==> src/rtl/vga_timing_pkg.sv <==
// Shared raster timing constants for the VGA path: default 640x480@60 timing,
// sync polarity constants and helpers to derive the line/frame totals.
package vga_timing_pkg;

  localparam int CNT_W        = 10;
  localparam int MAX_TOTAL    = 1 << CNT_W;
  localparam int MAX_PIPE_DLY = 4;

  localparam int H_ACTIVE_DEF = 640;
  localparam int H_FP_DEF     = 16;
  localparam int H_SYNC_DEF   = 96;
  localparam int H_BP_DEF     = 48;

  localparam int V_ACTIVE_DEF = 480;
  localparam int V_FP_DEF     = 10;
  localparam int V_SYNC_DEF   = 2;
  localparam int V_BP_DEF     = 33;

  // Asserted level of hsync/vsync; 640x480 VGA uses active-low sync.
  localparam bit SYNC_ACTIVE_LOW  = 1'b0;
  localparam bit SYNC_ACTIVE_HIGH = 1'b1;

  // The two sync lines travel together through the delay pipeline.
  typedef struct packed {
    logic hsync;
    logic vsync;
  } sync_t;

  function automatic int h_total(input int active, input int fp, input int sync, input int bp);
    return active + fp + sync + bp;
  endfunction

  function automatic int v_total(input int active, input int fp, input int sync, input int bp);
    return active + fp + sync + bp;
  endfunction

endpackage

==> src/rtl/vga_timing_gen_sync_delay_line.sv <==
// Reset-clearable shift register used to align hsync/vsync with the
// registered RGB stage downstream. DEPTH=0 is a plain wire.
module sync_delay_line #(
  parameter int               WIDTH   = 2,
  parameter int               DEPTH   = 1,
  parameter logic [WIDTH-1:0] RST_VAL = '1
) (
  input  logic             clk,
  input  logic             rst_n,
  input  logic [WIDTH-1:0] din,
  output logic [WIDTH-1:0] dout
);

  if (DEPTH == 0) begin : g_pass
    // Clock and reset have no load in the pass-through build.
    logic unused_pass;
    assign unused_pass = clk ^ rst_n;
    assign dout = din;
  end else begin : g_shift
    logic [WIDTH-1:0] stage [DEPTH];

    // Every stage is cleared on reset so nothing stale can emerge afterwards.
    always_ff @(posedge clk) begin
      if (!rst_n) begin
        for (int i = 0; i < DEPTH; i++) stage[i] <= RST_VAL;
      end else begin
        stage[0] <= din;
        for (int i = 1; i < DEPTH; i++) stage[i] <= stage[i-1];
      end
    end

    assign dout = stage[DEPTH-1];
  end

endmodule

==> src/rtl/vga_timing_gen.sv <==
// Raster timing source: pixel/line counters, registered coordinates and
// active-video flag, sync generation with a configurable alignment delay,
// a frame start strobe and a wrapping frame counter.
module vga_timing_gen
  import vga_timing_pkg::*;
#(
  parameter int H_ACTIVE = H_ACTIVE_DEF,
  parameter int H_FP     = H_FP_DEF,
  parameter int H_SYNC   = H_SYNC_DEF,
  parameter int H_BP     = H_BP_DEF,
  parameter int V_ACTIVE = V_ACTIVE_DEF,
  parameter int V_FP     = V_FP_DEF,
  parameter int V_SYNC   = V_SYNC_DEF,
  parameter int V_BP     = V_BP_DEF,
  parameter bit SYNC_POL = SYNC_ACTIVE_LOW,
  parameter int PIPE_DLY = 1
) (
  input  logic             clk,
  input  logic             rst_n,
  output logic [CNT_W-1:0] x,
  output logic [CNT_W-1:0] y,
  output logic             frame_active,
  output logic             hsync,
  output logic             vsync,
  output logic             frame_start,
  output logic [7:0]       frame_count
);

  localparam int H_TOTAL = h_total(H_ACTIVE, H_FP, H_SYNC, H_BP);
  localparam int V_TOTAL = v_total(V_ACTIVE, V_FP, V_SYNC, V_BP);

  if (H_TOTAL > MAX_TOTAL) begin : g_err_h_total
    $error("vga_timing_gen: H_TOTAL %0d exceeds %0d", H_TOTAL, MAX_TOTAL);
  end
  if (V_TOTAL > MAX_TOTAL) begin : g_err_v_total
    $error("vga_timing_gen: V_TOTAL %0d exceeds %0d", V_TOTAL, MAX_TOTAL);
  end
  if (PIPE_DLY < 0 || PIPE_DLY > MAX_PIPE_DLY) begin : g_err_pipe_dly
    $error("vga_timing_gen: PIPE_DLY %0d outside 0..%0d", PIPE_DLY, MAX_PIPE_DLY);
  end

  localparam logic [CNT_W-1:0] H_LAST       = CNT_W'(H_TOTAL - 1);
  localparam logic [CNT_W-1:0] V_LAST       = CNT_W'(V_TOTAL - 1);
  localparam logic [CNT_W-1:0] H_ACT_END    = CNT_W'(H_ACTIVE);
  localparam logic [CNT_W-1:0] V_ACT_END    = CNT_W'(V_ACTIVE);
  localparam logic [CNT_W-1:0] H_SYNC_START = CNT_W'(H_ACTIVE + H_FP);
  localparam logic [CNT_W-1:0] H_SYNC_END   = CNT_W'(H_ACTIVE + H_FP + H_SYNC);
  localparam logic [CNT_W-1:0] V_SYNC_START = CNT_W'(V_ACTIVE + V_FP);
  localparam logic [CNT_W-1:0] V_SYNC_END   = CNT_W'(V_ACTIVE + V_FP + V_SYNC);

  localparam sync_t SYNC_IDLE = '{hsync: ~SYNC_POL, vsync: ~SYNC_POL};

  logic [CNT_W-1:0] h_cnt;
  logic [CNT_W-1:0] v_cnt;
  logic             h_last;
  logic             v_last;
  logic             h_in_sync;
  logic             v_in_sync;
  logic             frame_wrap_q;
  sync_t            sync_raw_q;
  sync_t            sync_dly;

  assign h_last    = (h_cnt == H_LAST);
  assign v_last    = (v_cnt == V_LAST);
  assign h_in_sync = (h_cnt >= H_SYNC_START) && (h_cnt < H_SYNC_END);
  assign v_in_sync = (v_cnt >= V_SYNC_START) && (v_cnt < V_SYNC_END);

  // Pixel and line counters; the line counter advances on each pixel wrap.
  always_ff @(posedge clk) begin
    if (!rst_n) begin
      h_cnt <= '0;
      v_cnt <= '0;
    end else if (h_last) begin
      h_cnt <= '0;
      v_cnt <= v_last ? '0 : v_cnt + CNT_W'(1);
    end else begin
      h_cnt <= h_cnt + CNT_W'(1);
    end
  end

  // Registered raster outputs, one clock behind the counters.
  always_ff @(posedge clk) begin
    if (!rst_n) begin
      x            <= '0;
      y            <= '0;
      frame_active <= 1'b0;
      frame_start  <= 1'b0;
      sync_raw_q   <= SYNC_IDLE;
    end else begin
      x                <= h_cnt;
      y                <= v_cnt;
      frame_active     <= (h_cnt < H_ACT_END) && (v_cnt < V_ACT_END);
      frame_start      <= (h_cnt == '0) && (v_cnt == '0);
      sync_raw_q.hsync <= h_in_sync ? SYNC_POL : ~SYNC_POL;
      sync_raw_q.vsync <= v_in_sync ? SYNC_POL : ~SYNC_POL;
    end
  end

  // Frame counter: the wrap is flagged one edge early so the count steps on the
  // same edge frame_start rises, and the frame right after reset reads 0.
  always_ff @(posedge clk) begin
    if (!rst_n) begin
      frame_wrap_q <= 1'b0;
      frame_count  <= '0;
    end else begin
      frame_wrap_q <= h_last && v_last;
      if (frame_wrap_q) frame_count <= frame_count + 8'd1;
    end
  end

  sync_delay_line #(
    .WIDTH   (2),
    .DEPTH   (PIPE_DLY),
    .RST_VAL (SYNC_IDLE)
  ) u_sync_dly (
    .clk   (clk),
    .rst_n (rst_n),
    .din   (sync_raw_q),
    .dout  (sync_dly)
  );

  assign hsync = sync_dly.hsync;
  assign vsync = sync_dly.vsync;

endmodule
==> config.mk <==
export PLATFORM = sky130hd
export DESIGN_NAME = vga_timing_gen
export DESIGN_NICKNAME = d
export VERILOG_FILES = /design/src/rtl/vga_timing_pkg.sv /design/src/rtl/vga_timing_gen_sync_delay_line.sv /design/src/rtl/vga_timing_gen.sv
export SDC_FILE = /design/constraint.sdc
export NUM_CORES = 1
export LEC_CHECK = 0
export CAP_MARGIN = 20
export CORE_MARGIN = 8
export CORE_UTILIZATION = 47
export CTS_CLUSTER_SIZE = 20
export DETAILED_ROUTE_END_ITERATION = 8
export HOLD_SLACK_MARGIN = 0.12
export MAX_ROUTING_LAYER = met4
export PLACE_DENSITY = 0.79
export SYNTH_ARGS = -nofsm -noshare
export SYNTH_HDL_FRONTEND = slang
export SYNTH_SLANG_ARGS = --single-unit
export TNS_END_PERCENT = 20
==> constraint.sdc <==
create_clock -name clk -period 2.1 [get_ports clk]
set_clock_uncertainty 0.2 [all_clocks]
set_input_delay 0.42 -clock clk [delete_from_list [all_inputs] [get_ports clk]]
set_output_delay 0.42 -clock clk [all_outputs]
set_load 0.02 [all_outputs]
# Yosys cells after proc, flatten, opt, wreduce, memory -nomap -nowiden

Memory sizes are Yosys's and may differ from the RTL's.
Cells that the tools add are included.

Flip-flop bits (word level): 53
Bits in latches: 0
RAM bits: 2
ROM bits: 0
Input bits: 2
Logic and storage cells: 39
Memories kept: 1

Memory list:

| name                     | words | bits a word | rd ports | clocked after memory_dff | wr ports | line                                 | RTL |
|---|---|---|---|---|---|---|---|
| u_sync_dly.g_shift.stage | 1     | 2           | 1        | 0                        | 1        | vga_timing_gen_sync_delay_line.sv:20 | `logic [WIDTH-1:0] stage [DEPTH];` |

Add/sub/neg operators: 3
Multipliers: 0
Divide/modulo/power cells: 0
Order comparisons: 6
Equal/unequal tests: 2
Shift-type cells: 0
Mux-type cells: 7
Bitwise logic cells: 1
Reduce and logical (&&, ||, !) cells: 9

Operators with widths:

| kind                                                               | count |
|---|---|
| adder 10 x 1 -> 10 bit, second input constant                      | 2 |
| == test 10 bit, second input constant                              | 2 |
| zero test 10 bit                                                   | 2 |
| < comparator 10 bit, second input constant                         | 2 |
| < comparator 10 x 9 -> 1 bit, second input constant                | 2 |
| greater-or-equal comparator 10 bit, second input constant          | 1 |
| greater-or-equal comparator 10 x 9 -> 1 bit, second input constant | 1 |
| 2-to-1 mux 10 bit                                                  | 1 |
| adder 8 x 1 -> 8 bit, second input constant                        | 1 |
| logical AND 1 bit                                                  | 5 |
| 2-to-1 mux 1 bit                                                   | 5 |
| OR reduction 2 bit                                                 | 2 |
| 2-to-1 mux 2 bit                                                   | 1 |
| NOT 1 bit                                                          | 1 |

# Depth between registers and ports, before layout

Word-level depth: 3
Mapped depth: 6
Gate-level depth less buffers: 5

# Cells and area by module

Synthesis repeated with hierarchy kept, for this count alone.

Cell total of the unflattened synthesis: 213
Area, all modules: 2130.8 sq um

By module, submodules not included:

| module          | instances | cells each | area each (sq um) | seq. area each (sq um) |
|---|---|---|---|---|
| vga_timing_gen  | 1         | 209        | 2078.2            | 1061.0 |
| sync_delay_line | 1         | 4          | 52.6              | 40.0 |

# Least setup slack after synthesis

No wires, ideal clock.

Path kind: reg-to-reg
Start: register h_cnt[0]
End: register v_cnt[7]
Library setup time: 0.071 ns
Arrival time: 1.970 ns
Path slack: -0.140 ns
Cell stages (with the launch flop): 7
Path buffers: 1
Path through: dfxtp_1 ha_1 nand3_1 or4_1 buf_2 or4_1 a21oi_1

Longest elaborated chain between the ends: 1

Ends and longest elaborated chain:

| item                   | line                 | RTL |
|---|---|---|
| start, declared        | vga_timing_gen.sv:53 | `logic [CNT_W-1:0] h_cnt;` |
| start signal, assigned | vga_timing_gen.sv:77 | `h_cnt <= h_cnt + CNT_W'(1);` |
| == test 10 bit         | vga_timing_gen.sv:63 | `assign h_last = (h_cnt == H_LAST);` |
| end signal, assigned   | vga_timing_gen.sv:75 | `v_cnt <= v_last ? '0 : v_cnt + CNT_W'(1);` |
| end, declared          | vga_timing_gen.sv:54 | `logic [CNT_W-1:0] v_cnt;` |

Every way passes these cells.
A chain may end at the register's enable or synchronous reset.

# Final worst setup path

Start: register h_cnt[0]
End: register v_cnt[9]

Same word-level chain as after synthesis.

==> impl_metrics.prom <==
# TYPE chip_impl_metric gauge
chip_impl_info{name="outcome",value="complete, no violations"} 1
chip_impl_metric{name="grt_pass1_vias",unit=""} 1618
chip_impl_metric{name="synthesized_net_count",unit=""} 221
chip_impl_metric{name="achievable-frequency",unit="MHz"} 491
chip_impl_metric{name="synthesized_netlist_cell_count",unit=""} 213
chip_impl_metric{name="max_slew.worst_pin.slew",unit="ps"} 343
chip_impl_metric{name="netlist_area_pre_place",unit="mm2"} 0.00213
chip_impl_metric{name="drive_above_1_share",unit="%"} 14.9
chip_impl_metric{name="postPlaceCellArea",unit="mm2"} 0.00265
chip_impl_metric{name="synth_cell_type_count",unit=""} 35
chip_impl_metric{name="synth_sequential_area_ratio",unit="%"} 51.7
chip_impl_metric{name="design.die.area",unit="mm2"} 0.00694
chip_impl_metric{name="antenna_cells",unit=""} 0
chip_impl_metric{name="critPathMaxFanout",unit=""} 5
chip_impl_metric{name="numCtsBuffers",unit=""} 5
chip_impl_metric{name="die_y",unit="um"} 83.3
chip_impl_metric{name="number_of_sinks_driven_by_the_clock_tree",unit=""} 55
chip_impl_metric{name="r2r_setup_slack",unit="ps"} 60
chip_impl_metric{name="clk_latency",unit="ps"} 310
chip_impl_info{name="crit_path_launch_type",value="flip-flop"} 1
chip_impl_metric{name="placeable_core_region",unit="mm2"} 0.00435
chip_impl_metric{name="cp_data_arrival_time",unit="ps"} 2080
chip_impl_metric{name="globalRoute.totalOverflow",unit=""} 0
chip_impl_metric{name="htree_num_levels",unit=""} 2
chip_impl_metric{name="clockBufferDepth",unit=""} 2
chip_impl_metric{name="initial_core_utilization",unit="%"} 48.9
chip_impl_metric{name="total_leakage_power",unit="nW"} 1.07
chip_impl_metric{name="report.final.slew_viol_count",unit=""} 0
chip_impl_metric{name="area_growth_syn_to_layout",unit="%"} 32.5
chip_impl_metric{name="grt_pass1_wl",unit="um"} 7470
chip_impl_metric{name="grtUsageTotal",unit="%"} 13.3
chip_impl_info{name="worst-setup-path-type",value="reg2reg"} 1
chip_impl_metric{name="finish.utilization",unit="%"} 64.8
chip_impl_metric{name="syn-mean-instance-area",unit="um2"} 10.0
chip_impl_metric{name="routed_wl",unit="um"} 4320
chip_impl_metric{name="max-vdd-ir-drop",unit="mV"} 0.293
chip_impl_metric{name="critPathRequiredTime",unit="ps"} 2140
chip_impl_metric{name="synth-seq-cells",unit=""} 55
chip_impl_metric{name="setup_viol",unit=""} 0
chip_impl_metric{name="dr.pass1.iters",unit=""} 4
chip_impl_metric{name="drtAntennaViolNets",unit=""} 0
chip_impl_metric{name="gp_congestion",unit=""} 0.832
chip_impl_metric{name="synth.top_cell.area_share",unit="%"} 51.7
chip_impl_info{name="hp-class",value="reg2reg"} 1
chip_impl_info{name="rsz_0062_raised_after_global_routing",value="false"} 1
chip_impl_metric{name="max_cap_viol_count",unit=""} 0
chip_impl_metric{name="placement_rows",unit=""} 24
chip_impl_info{name="final_common_cell",value="dfxtp_1"} 1
chip_impl_info{name="tritoncts",value="built"} 1
chip_impl_metric{name="report.final.hold_viol_count",unit=""} 0
chip_impl_metric{name="final_design_area_no_fill",unit="mm2"} 0.00282
chip_impl_info{name="yosys.area.top_type",value="dfxtp_1"} 1
chip_impl_metric{name="floorplan.io_pins",unit=""} 34
chip_impl_metric{name="yosysWarnings",unit=""} 0
chip_impl_info{name="synth.top_cells.by_area",value="dfxtp_1 (52%), and2_1 (8.2%), ha_1 (3.5%)"} 1
chip_impl_info{name="most-common-layout-cells",value="dfxtp_1 (53), clkdlybuf4s50_1 (33), and2_1 (28)"} 1
chip_impl_metric{name="final.min_clock_period",unit="ps"} 2040
chip_impl_metric{name="drt_iter0_drc",unit=""} 93
chip_impl_metric{name="numPortBuffers",unit=""} 33
chip_impl_metric{name="cts.clk_slew.worst_paths",unit="ps"} 90
chip_impl_metric{name="die_w",unit="um"} 83.3
chip_impl_metric{name="detail_placement_hpwl",unit="um"} 3080
chip_impl_info{name="cts.root.buffer_cell",value="clkbuf_8"} 1
chip_impl_metric{name="power-per-cell-area",unit="mW/mm2"} 642
chip_impl_metric{name="num-nets-final",unit=""} 275
chip_impl_info{name="cp_capture_type",value="flip-flop"} 1
chip_impl_metric{name="via_density",unit=""} 5.16
chip_impl_metric{name="via_count",unit=""} 1650
chip_impl_metric{name="grt_start_max_net_pins",unit=""} 42
chip_impl_metric{name="share_of_the_clock_period_used_by_the_worst_path_after_layout",unit="%"} 96.9
chip_impl_metric{name="drc",unit=""} 0
chip_impl_metric{name="timing.slew.headroom",unit="%"} 76.9
chip_impl_metric{name="wl_per_cell",unit="um"} 13.5
chip_impl_metric{name="antenna_violations_before_repair",unit=""} 0
chip_impl_metric{name="postCtsHoldBufs",unit=""} 0
critical path: stages (launching register included):
cell     delay, ps
dfxtp_4        370
ha_4           150
nand3_4         70
or4_4          530
or4_4          500
a21oi_2        150
flip-flops by register name, summed over array words and instances, names as in the netlist:
register / cells
frame_start: 1
frame_wrap_q: 1
y: 10
u_sync_dly.g_shift.stage: 2
frame_active: 1
v_cnt: 10
sync_raw_q: 2
x: 10
h_cnt: 10
frame_count: 8
worst paths after layout:
path,start,endpoint,cells after the start
max,h_cnt[0],v_cnt[9],5
min,sync_raw_q[0],u_sync_dly.g_shift.stage[0][0],1
max reg2reg,h_cnt[0],v_cnt[9],5
min reg2reg,sync_raw_q[0],u_sync_dly.g_shift.stage[0][0],1
cell type report:
class                   instances  area [um2]
repair buffers                 55         508
well taps                      52        65.1
clock inverters                 1        30.0
inverters                       5        18.8
flip-flops and latches         55        1110
fillers                       329        1530
multi-input cells             145        1020
clock buffers                   7        76.3
report_power, final:
part | switching [mW] | internal (mW)
Combinational | 0.0395 | 0.0378
Clock | 0.319 | 0.357
Sequential | 0.00649 | 1.05
Total | 0.365 | 1.45
kinds of logic after synthesis:
group	after synthesis	share of synthesized area, %
compound gates	19	5.34
xor+xnor	14	5.75
fa+ha+maj	6	3.52
buf+inv	13	2.76
flops	55	51.7
mux	4	1.94
simple gates	102	29.0
synthesized netlist by cell type:
| cell type | count |
|---|---|
| dfxtp_1 | 55 |
| a21oi_1 | 4 |
| ha_1 | 6 |
| xor2_1 | 6 |
| nor4_1 | 4 |
| and2_1 | 28 |
| nor3_1 | 1 |
| inv_1 | 5 |
| nand2b_1 | 4 |
| or4_1 | 4 |
| buf_6 | 1 |
| nand2_1 | 10 |
| and3_1 | 5 |
| and4_1 | 2 |
| nand4b_1 | 1 |
| a31oi_1 | 1 |
| nor4bb_1 | 1 |
| nand3_1 | 8 |
| nand4bb_4 | 1 |
| or3_1 | 4 |
| nand4_1 | 8 |
| a21boi_0 | 2 |
| nor4b_1 | 1 |
| o21ai_0 | 9 |
| mux2i_1 | 3 |
| nor3b_1 | 3 |
| nor2_1 | 12 |
| buf_2 | 2 |
| mux2_2 | 1 |
| clkbuf_1 | 5 |
| nand3b_1 | 2 |
| o31ai_1 | 2 |
| xnor2_1 | 8 |
| nor2b_1 | 3 |
| o31ai_2 | 1 |
through the flow:
| stage | total power, mW | instances | TNS [ps] | worst slack (ps) | hold WS (ps) |
|---|---|---|---|---|---|
| after CTS | 1.83 | 319 | 0 | 17.1 | 216 |
| final | 1.81 | 320 | 0 | 64.3 | 214 |
| after global placement | 1.15 | 306 | 0 | 74.7 | 191 |
| after floorplan | 1.12 | 213 | 0 | 9.66 | 186 |
| after global routing | 1.88 | 320 | 0 | 2.09 | 242 |
| after detailed placement | 1.16 | 306 | -16.0 | -16.0 | 196 |
metal layers:
| metal | up-vias | global-route usage, % | wire (um) | part of all wire [%] |
|---|---|---|---|---|
| li1 | 837 | - | - | - |
| met1 | 777 | 13.9 | 1830 | 42 |
| met2 | 31 | 21.9 | 2180 | 51 |
| met3 | 5 | 3.81 | 216 | 5.0 |
| met4 | 0 | 7.67 | 94 | 2.2 |
| met5 | - | - | 0 | 0 |
repair_timing:
action	4_1_cts	5_1_grt
setup buffers	5	1
resized for setup	3	2
pin swaps	1	4
endpoints found under the setup margin	1	8
(Power assumes the default switching activity.)
